## src/rtl/irq_csr_bank_if.sv

```systemverilog
// irq_csr_bank_if
//   Data-memory bus between the core (master) and the interrupt register
//   bank (slave).
//   wren/rden  single-cycle write/read strobes
//   addr       byte address
//   wdata      write data
//   wr_sel     combinational one-hot write select: CTRL[k] is bit k, PENDING is bit NUM_CH
//   rdata      registered read data, qualified by rvalid
//   rvalid     read-data strobe, one cycle after rden
//   addr_err   one-cycle pulse flagging an unmapped or misaligned access
interface irq_csr_bank_if #(
    parameter int ADDR_WIDTH = 32,
    parameter int NUM_CH     = 20
);
    logic                  wren;
    logic                  rden;
    logic [ADDR_WIDTH-1:0] addr;
    logic [31:0]           wdata;
    logic [NUM_CH:0]       wr_sel;
    logic [31:0]           rdata;
    logic                  rvalid;
    logic                  addr_err;

    modport master (
        output wren, rden, addr, wdata,
        input  wr_sel, rdata, rvalid, addr_err
    );

    modport slave (
        input  wren, rden, addr, wdata,
        output wr_sel, rdata, rvalid, addr_err
    );
endinterface

```

## src/rtl/irq_csr_bank.sv

```systemverilog
// irq_csr_bank
//   Memory-mapped interrupt register bank. It holds the per-channel CTRL
//   registers (bit0 EN, bit1 MODE: 0 = rising edge, 1 = level), a
//   write-1-to-clear PENDING register and a read-only CLAIM register that
//   reports the lowest enabled pending channel. Register k sits at byte
//   offset 4*k from BASE_ADDR, PENDING at 0x80 and CLAIM at 0x84.
//   Ports:
//     clk      clock, all state changes on the rising edge
//     rst_n    asynchronous active-low reset
//     bus      slave side of irq_csr_bank_if (strobes, address, data, wr_sel,
//              registered read-back, addr_err)
//     irq_src  interrupt sources, already synchronous to clk
//     irq_o    registered interrupt request, |(PENDING & EN)
module irq_csr_bank #(
    parameter int                    ADDR_WIDTH = 32,
    parameter logic [ADDR_WIDTH-1:0] BASE_ADDR  = 32'h0009_0000,
    parameter int                    NUM_CH     = 20
) (
    input  logic                 clk,
    input  logic                 rst_n,
    irq_csr_bank_if.slave        bus,
    input  logic [NUM_CH-1:0]    irq_src,
    output logic                 irq_o
);

    localparam logic [ADDR_WIDTH-1:0] PEND_OFS  = ADDR_WIDTH'(32'h80);
    localparam logic [ADDR_WIDTH-1:0] CLAIM_OFS = ADDR_WIDTH'(32'h84);

    logic [ADDR_WIDTH-1:0] offset;
    logic                  aligned;
    logic [NUM_CH-1:0]     ctrl_hit;
    logic                  pend_hit;
    logic                  claim_hit;
    logic                  mapped;
    logic [NUM_CH:0]       wr_sel;

    logic [NUM_CH-1:0]     en_q, en_d;
    logic [NUM_CH-1:0]     mode_q, mode_d;
    logic [NUM_CH-1:0]     pend_q, pend_d;
    logic [NUM_CH-1:0]     src_q, src_d;
    logic [31:0]           rdata_q, rdata_d;
    logic                  rvalid_q, rvalid_d;
    logic                  addr_err_q, addr_err_d;
    logic                  irq_q, irq_d;

    logic [NUM_CH-1:0]     active;
    logic                  claim_valid;
    logic [4:0]            claim_id;
    logic [NUM_CH-1:0]     w1c;
    logic [NUM_CH-1:0]     edge_set;
    logic [31:0]           pend_ext;
    logic [31:0]           rd_val;

    // Address decode. An address below BASE_ADDR wraps to a large offset and
    // therefore misses every register.
    always_comb begin
        offset  = bus.addr - BASE_ADDR;
        aligned = (bus.addr[1:0] == 2'b00);
        for (int k = 0; k < NUM_CH; k++) begin
            ctrl_hit[k] = aligned && (offset == ADDR_WIDTH'(4 * k));
        end
        pend_hit  = aligned && (offset == PEND_OFS);
        claim_hit = aligned && (offset == CLAIM_OFS);
        mapped    = (|ctrl_hit) | pend_hit | claim_hit;
    end

    // CLAIM is not writable, so it never appears in the write select.
    assign wr_sel     = bus.wren ? {pend_hit, ctrl_hit} : '0;
    assign bus.wr_sel = wr_sel;

    // Lowest-index enabled pending channel; scanning downward lets the lowest
    // index overwrite any higher one.
    always_comb begin
        active      = pend_q & en_q;
        claim_valid = 1'b0;
        claim_id    = '0;
        for (int k = NUM_CH - 1; k >= 0; k--) begin
            if (active[k]) begin
                claim_valid = 1'b1;
                claim_id    = 5'(k);
            end
        end
    end

    always_comb begin
        en_d   = en_q;
        mode_d = mode_q;
        for (int k = 0; k < NUM_CH; k++) begin
            if (wr_sel[k]) begin
                en_d[k]   = bus.wdata[0];
                mode_d[k] = bus.wdata[1];
            end
        end

        // Level channels track the source and ignore W1C; edge channels give
        // a new rising edge priority over a same-cycle clear. EN does not
        // gate capture.
        w1c      = wr_sel[NUM_CH] ? bus.wdata[NUM_CH-1:0] : '0;
        edge_set = irq_src & ~src_q;
        pend_d   = (mode_q & irq_src) | (~mode_q & ((pend_q & ~w1c) | edge_set));
        src_d    = irq_src;

        // Read-back uses current register state, so a same-cycle write is
        // not visible until the following read.
        pend_ext               = '0;
        pend_ext[NUM_CH-1:0]   = pend_q;
        rd_val                 = '0;
        for (int k = 0; k < NUM_CH; k++) begin
            if (ctrl_hit[k]) begin
                rd_val = {30'b0, mode_q[k], en_q[k]};
            end
        end
        if (pend_hit) begin
            rd_val = pend_ext;
        end
        if (claim_hit) begin
            rd_val = {claim_valid, 26'b0, claim_id};
        end

        rdata_d    = bus.rden ? rd_val : '0;
        rvalid_d   = bus.rden;
        addr_err_d = (bus.wren | bus.rden) & ~mapped;
        irq_d      = |active;
    end

    always_ff @(posedge clk or negedge rst_n) begin
        if (!rst_n) begin
            en_q       <= '0;
            mode_q     <= '0;
            pend_q     <= '0;
            src_q      <= '0;
            rdata_q    <= '0;
            rvalid_q   <= 1'b0;
            addr_err_q <= 1'b0;
            irq_q      <= 1'b0;
        end else begin
            en_q       <= en_d;
            mode_q     <= mode_d;
            pend_q     <= pend_d;
            src_q      <= src_d;
            rdata_q    <= rdata_d;
            rvalid_q   <= rvalid_d;
            addr_err_q <= addr_err_d;
            irq_q      <= irq_d;
        end
    end

    assign bus.rdata    = rdata_q;
    assign bus.rvalid   = rvalid_q;
    assign bus.addr_err = addr_err_q;
    assign irq_o        = irq_q;

endmodule

```

## src/flat_wrapper.sv

```systemverilog
// flat-port wrapper written by rule: the top's interface ports become plain ports
module irq_csr_bank_flat 
#(
    parameter int                    ADDR_WIDTH = 32,
    parameter logic [ADDR_WIDTH-1:0] BASE_ADDR  = 32'h0009_0000,
    parameter int                    NUM_CH     = 20
)
  (clk, rst_n, irq_src, irq_o, bus_wren, bus_rden, bus_addr, bus_wdata, bus_wr_sel, bus_rdata, bus_rvalid, bus_addr_err);
  irq_csr_bank_if #(.ADDR_WIDTH(ADDR_WIDTH), .NUM_CH(NUM_CH)) bus_i ();
  input  logic clk;
  input  logic rst_n;
  input  logic [NUM_CH-1:0] irq_src;
  output logic irq_o;
  input wire logic [$bits(bus_i.wren)-1:0] bus_wren;
  input wire logic [$bits(bus_i.rden)-1:0] bus_rden;
  input wire logic [$bits(bus_i.addr)-1:0] bus_addr;
  input wire logic [$bits(bus_i.wdata)-1:0] bus_wdata;
  output wire logic [$bits(bus_i.wr_sel)-1:0] bus_wr_sel;
  output wire logic [$bits(bus_i.rdata)-1:0] bus_rdata;
  output wire logic [$bits(bus_i.rvalid)-1:0] bus_rvalid;
  output wire logic [$bits(bus_i.addr_err)-1:0] bus_addr_err;
  assign bus_i.wren = bus_wren;
  assign bus_i.rden = bus_rden;
  assign bus_i.addr = bus_addr;
  assign bus_i.wdata = bus_wdata;
  assign bus_wr_sel = bus_i.wr_sel;
  assign bus_rdata = bus_i.rdata;
  assign bus_rvalid = bus_i.rvalid;
  assign bus_addr_err = bus_i.addr_err;
  irq_csr_bank #(.ADDR_WIDTH(ADDR_WIDTH), .BASE_ADDR(BASE_ADDR), .NUM_CH(NUM_CH)) u_core (.clk(clk), .rst_n(rst_n), .bus(bus_i), .irq_src(irq_src), .irq_o(irq_o));
endmodule
```

## config.mk

```make
export PLATFORM = sky130hd
export DESIGN_NAME = irq_csr_bank_flat
export DESIGN_NICKNAME = d
export VERILOG_FILES = /design/src/rtl/irq_csr_bank_if.sv /design/src/rtl/irq_csr_bank.sv /design/src/flat_wrapper.sv
export SDC_FILE = /design/constraint.sdc
export NUM_CORES = 1
export LEC_CHECK = 0
export CORE_ASPECT_RATIO = 1.75
export CORE_MARGIN = 3
export CORE_UTILIZATION = 48
export DETAILED_ROUTE_END_ITERATION = 7
export PLACE_DENSITY = 0.91
export SLEW_MARGIN = 30
export SYNTH_ARGS = -nofsm -noshare
export SYNTH_HDL_FRONTEND = slang
export SYNTH_SLANG_ARGS = --single-unit
```

## constraint.sdc

```tcl
create_clock -name clk -period 2.2 [get_ports clk]
set_input_delay 0.22 -clock clk [delete_from_list [all_inputs] [get_ports clk]]
set_output_delay 0.22 -clock clk [all_outputs]
set_load 0.01 [all_outputs]
```

==> flow_summary.ini <==
[global_routing]
grt_max_degree = 60
grt_remaining_overflow = 0
grt_pass1_vias = 5223
grt_first_pass_wirelength_mm = 28.2
global_route.usage.total = 0.307
grt_antenna_before_repair = 0

[place]
numPlacedInstances = 777
numPortBuffers = 120
routabilityCongestion = 0.919
dp.final_hpwl_mm = 13.0
post_dp_cell_area_um2 = 7010

[synthesis]
synth_seq_area_share = 0.504
ys.flop_type = sky130_fd_sc_hd__dfrtp_1
synth-edff-count = 0
post_synthesis_async_set_or_reset_flop_share = 1.00
avgSynthCellArea_um2 = 10.9
synth_warnings = 0
synthesis.area_um2 = 5170
yosys.cell_types.count = 67
synth.ff_latch_count = 104
syn-instance-count = 475

[final_layout]
num_antenna_cells = 0
n_fill_cell = 733
finish.net_count = 772
final_util = 0.739
syn2layout_area_growth_pct = 49.0
layoutNonFillerInstCount = 816
post-route-cell-area_um2 = 7700
final_layout_size_suffix_gt1_frac = 0.345

[pwr]
cellLeakagePower_nw = 3.56
pwr_density_cell_nw_per_um2 = 516
power_w = 0.00398
irDropWorstVdd_uv = 508

[detailed_routing]
vias_per_cell = 5.92
drt_pass1_iterations = 7
postRouteWirelength_mm = 18.0
via_count = 4828
drtAntennaViolNets = 0
drt_iter0_markers = 420
drc_errors = 0
avgRoutedWirePerCell_um = 22.1

[worst_setup_path]
timing_worst_setup_path_type = primary input to flop
worstRegToRegCells = 6
timing.critical_path.slowest_stage_cell = sky130_fd_sc_hd__or4b_2
critPathTopFamily = simple AND/OR/NAND/NOR gates
worstPathArrival_ns = 2.36
maximum_cell_stage_delay_along_the_critical_path_ns = 0.74
startpoint = bus_addr[7]
critical_path_peak_fanout = 5
rrSetupSlack_ns = 0.15
cp.required_ns = 2.41
cp_num_buf_inv = 2
startpoint_type = primary input
worstSetupPathDepth = 8
timing.critical_path.to = u_core.bus.rdata[1]
timing.critical_path.cells = clkdlybuf4s50_1 > buf_4 > or4b_2 > o32ai_1 > or4_4 > o21ai_2 > o211ai_1 > a2111oi_2
rr_startpoint = u_core.en_q[18]
crit_path_end_kind = flop
reg2reg_to = u_core.bus.rdata[1]

[clocking]
clock_tree.htree_level_count = 3
clock_latency_on_the_worst_skew_pair_ns = 0.35
clock_tree_from_tritoncts = done
worst_setup_hold_path_clk_slew_ns = 0.07
cts_sinks = 104
numCtsBuffers = 9
clockBufferDepth = 2
clock_root_buffer = sky130_fd_sc_hd__clkbuf_16

[timing]
min_period_ns = 2.15
setup_viol_count_final = 0
tightestPinTransition_ns = 0.579
setup_repair_after_global_routing_missed_its_margin = true
timing.final.hold_violations = 0
setup_tns_ns = 0
drv_slew = 0
timing.final.crit_share = 0.979
fin_worst_skew_ns = 0.00814
fmax_mhz = 464
max_slew_margin = 0.614

[floorplan]
num_rows = 49
io-pin-count = 144
initial_core_util = 0.496
die_h_um = 143
design.die.area_um2 = 12100
die_x_um = 84.4
core-area_um2 = 10400

[run_status]
run_status = completed

[flow_run]
max_cap_violations = 0

[min_path]
type_of_the_most_critical_hold_path = primary input to flop
cell families after synthesis:
family,Yosys count,share of synthesized area
buffers and inverters,59,0.0533
multiplexers,45,0.0997
XOR/XNOR,1,0.00169
flip-flops,104,0.504
AO/OA/AOI/OAI,92,0.143
other,1,0.000726
AND/OR/NAND/NOR,173,0.199
synth_stat cells, types with 3 or more instances:
master                     number  share of area
sky130_fd_sc_hd__a21oi_1       10         0.0097
sky130_fd_sc_hd__a22oi_1        7          0.010
sky130_fd_sc_hd__a32o_1        24          0.046
sky130_fd_sc_hd__and2_1        19          0.023
sky130_fd_sc_hd__and4_1         3         0.0051
sky130_fd_sc_hd__buf_2          4         0.0039
sky130_fd_sc_hd__buf_4         13          0.019
sky130_fd_sc_hd__clkbuf_1      16          0.012
sky130_fd_sc_hd__dfrtp_1      104           0.50
sky130_fd_sc_hd__inv_1         25          0.018
sky130_fd_sc_hd__mux2_2        40          0.087
sky130_fd_sc_hd__nand2_1       49          0.036
sky130_fd_sc_hd__nand2b_1       5         0.0061
sky130_fd_sc_hd__nand3_1       31          0.030
sky130_fd_sc_hd__nor2_1        11         0.0080
sky130_fd_sc_hd__nor3_1         8         0.0077
sky130_fd_sc_hd__nor3_2        17          0.033
sky130_fd_sc_hd__nor4_1         5         0.0061
sky130_fd_sc_hd__o211ai_1       4         0.0058
sky130_fd_sc_hd__o21ai_0       15          0.015
sky130_fd_sc_hd__o22ai_1        4         0.0048
power by group:
group | internal [W] | total, W | switching (W) | leakage [nW]
combinational | 0.000209 | 0.000444 | 0.000234 | 2.12
sequential | 0.00193 | 0.00194 | 0.00000700 | 1.30
clock | 0.000827 | 0.00159 | 0.000767 | 0.144
state kept, by name, indices dropped and copies added (netlist names):
name                 flops
u_core.src_q            20
u_core.mode_q           20
u_core.irq_o             1
u_core.en_q             20
u_core.bus.rvalid        1
u_core.pend_q           20
u_core.bus.addr_err      1
u_core.bus.rdata        21
cell type report:
class,count,area [um^2],share of cell area
multi-input cells,322,2630,0.341
clock buffers,10,239,0.0310
well taps,127,159,0.0206
repair buffers,222,1920,0.249
clock inverters,6,61.3,0.00796
inverters,25,93.8,0.0122
flip-flops and latches,104,2600,0.338
routing by layer:
metal	global-route usage	wire length, um	vias up
li1	-	-	2150
met1	0.327	6190	2418
met2	0.589	10300	208
met3	0.0404	865	52
met4	0.144	656	0
met5	0	0	-
worst min path at each step:
| stage | from | end | depth (start not counted) |
|---|---|---|---|
| final | irq_src[12] | u_core.src_q[12] | 1 |
| after global routing | irq_src[12] | u_core.src_q[12] | 1 |
| after CTS | irq_src[12] | u_core.src_q[12] | 1 |
| after detailed placement | rst_n | u_core.bus.rdata[12] | 1 |
| after global placement | rst_n | u_core.bus.rdata[12] | 1 |
| after floorplan | rst_n | u_core.bus.addr_err | 0 |
stage by stage:
step	setup WS, ns	hold slack (ns)
2_1_floorplan	0.152	-0.0756
3_3_place_gp	-0.721	0.241
3_5_place_dp	-0.777	0.250
4_1_cts	0.00189	0.324
5_1_grt	-0.0201	0.328
6_report	0.0467	0.332
layout by cell type, fill, tap and decap left out, types with 3 or more instances in the layout:
cell type	count
sky130_fd_sc_hd__clkdlybuf4s15_1	5
sky130_fd_sc_hd__buf_6	3
sky130_fd_sc_hd__nor3_4	18
sky130_fd_sc_hd__nor2_1	11
sky130_fd_sc_hd__nor3_1	3
sky130_fd_sc_hd__conb_1	11
sky130_fd_sc_hd__clkbuf_16	9
sky130_fd_sc_hd__dlygate4sd2_1	12
sky130_fd_sc_hd__clkdlybuf4s50_1	72
sky130_fd_sc_hd__nand3_1	30
sky130_fd_sc_hd__o22ai_1	3
sky130_fd_sc_hd__nand2_1	46
sky130_fd_sc_hd__dfrtp_1	104
sky130_fd_sc_hd__a21oi_1	10
sky130_fd_sc_hd__a22oi_1	7
sky130_fd_sc_hd__nor3_2	5
sky130_fd_sc_hd__nor4_4	4
sky130_fd_sc_hd__buf_4	97
sky130_fd_sc_hd__a32o_1	24
sky130_fd_sc_hd__nand2b_1	5
sky130_fd_sc_hd__buf_12	3
sky130_fd_sc_hd__clkdlybuf4s15_2	4
sky130_fd_sc_hd__clkbuf_2	4
sky130_fd_sc_hd__and2_1	19
sky130_fd_sc_hd__o211ai_1	4
sky130_fd_sc_hd__o21ai_0	15
sky130_fd_sc_hd__inv_1	25
sky130_fd_sc_hd__buf_2	16
sky130_fd_sc_hd__nand2_2	3
sky130_fd_sc_hd__mux2_2	40
sky130_fd_sc_hd__dlymetal6s2s_1	4
what timing repair did:
action	CTS	global route
setup buffers	25	2
hold buffers	1	0
resized for setup	146	33
pin swaps	20	21
hold endpoints to repair	45	0
setup endpoints to repair	102	37
Power figures use the tool's default switching activity.
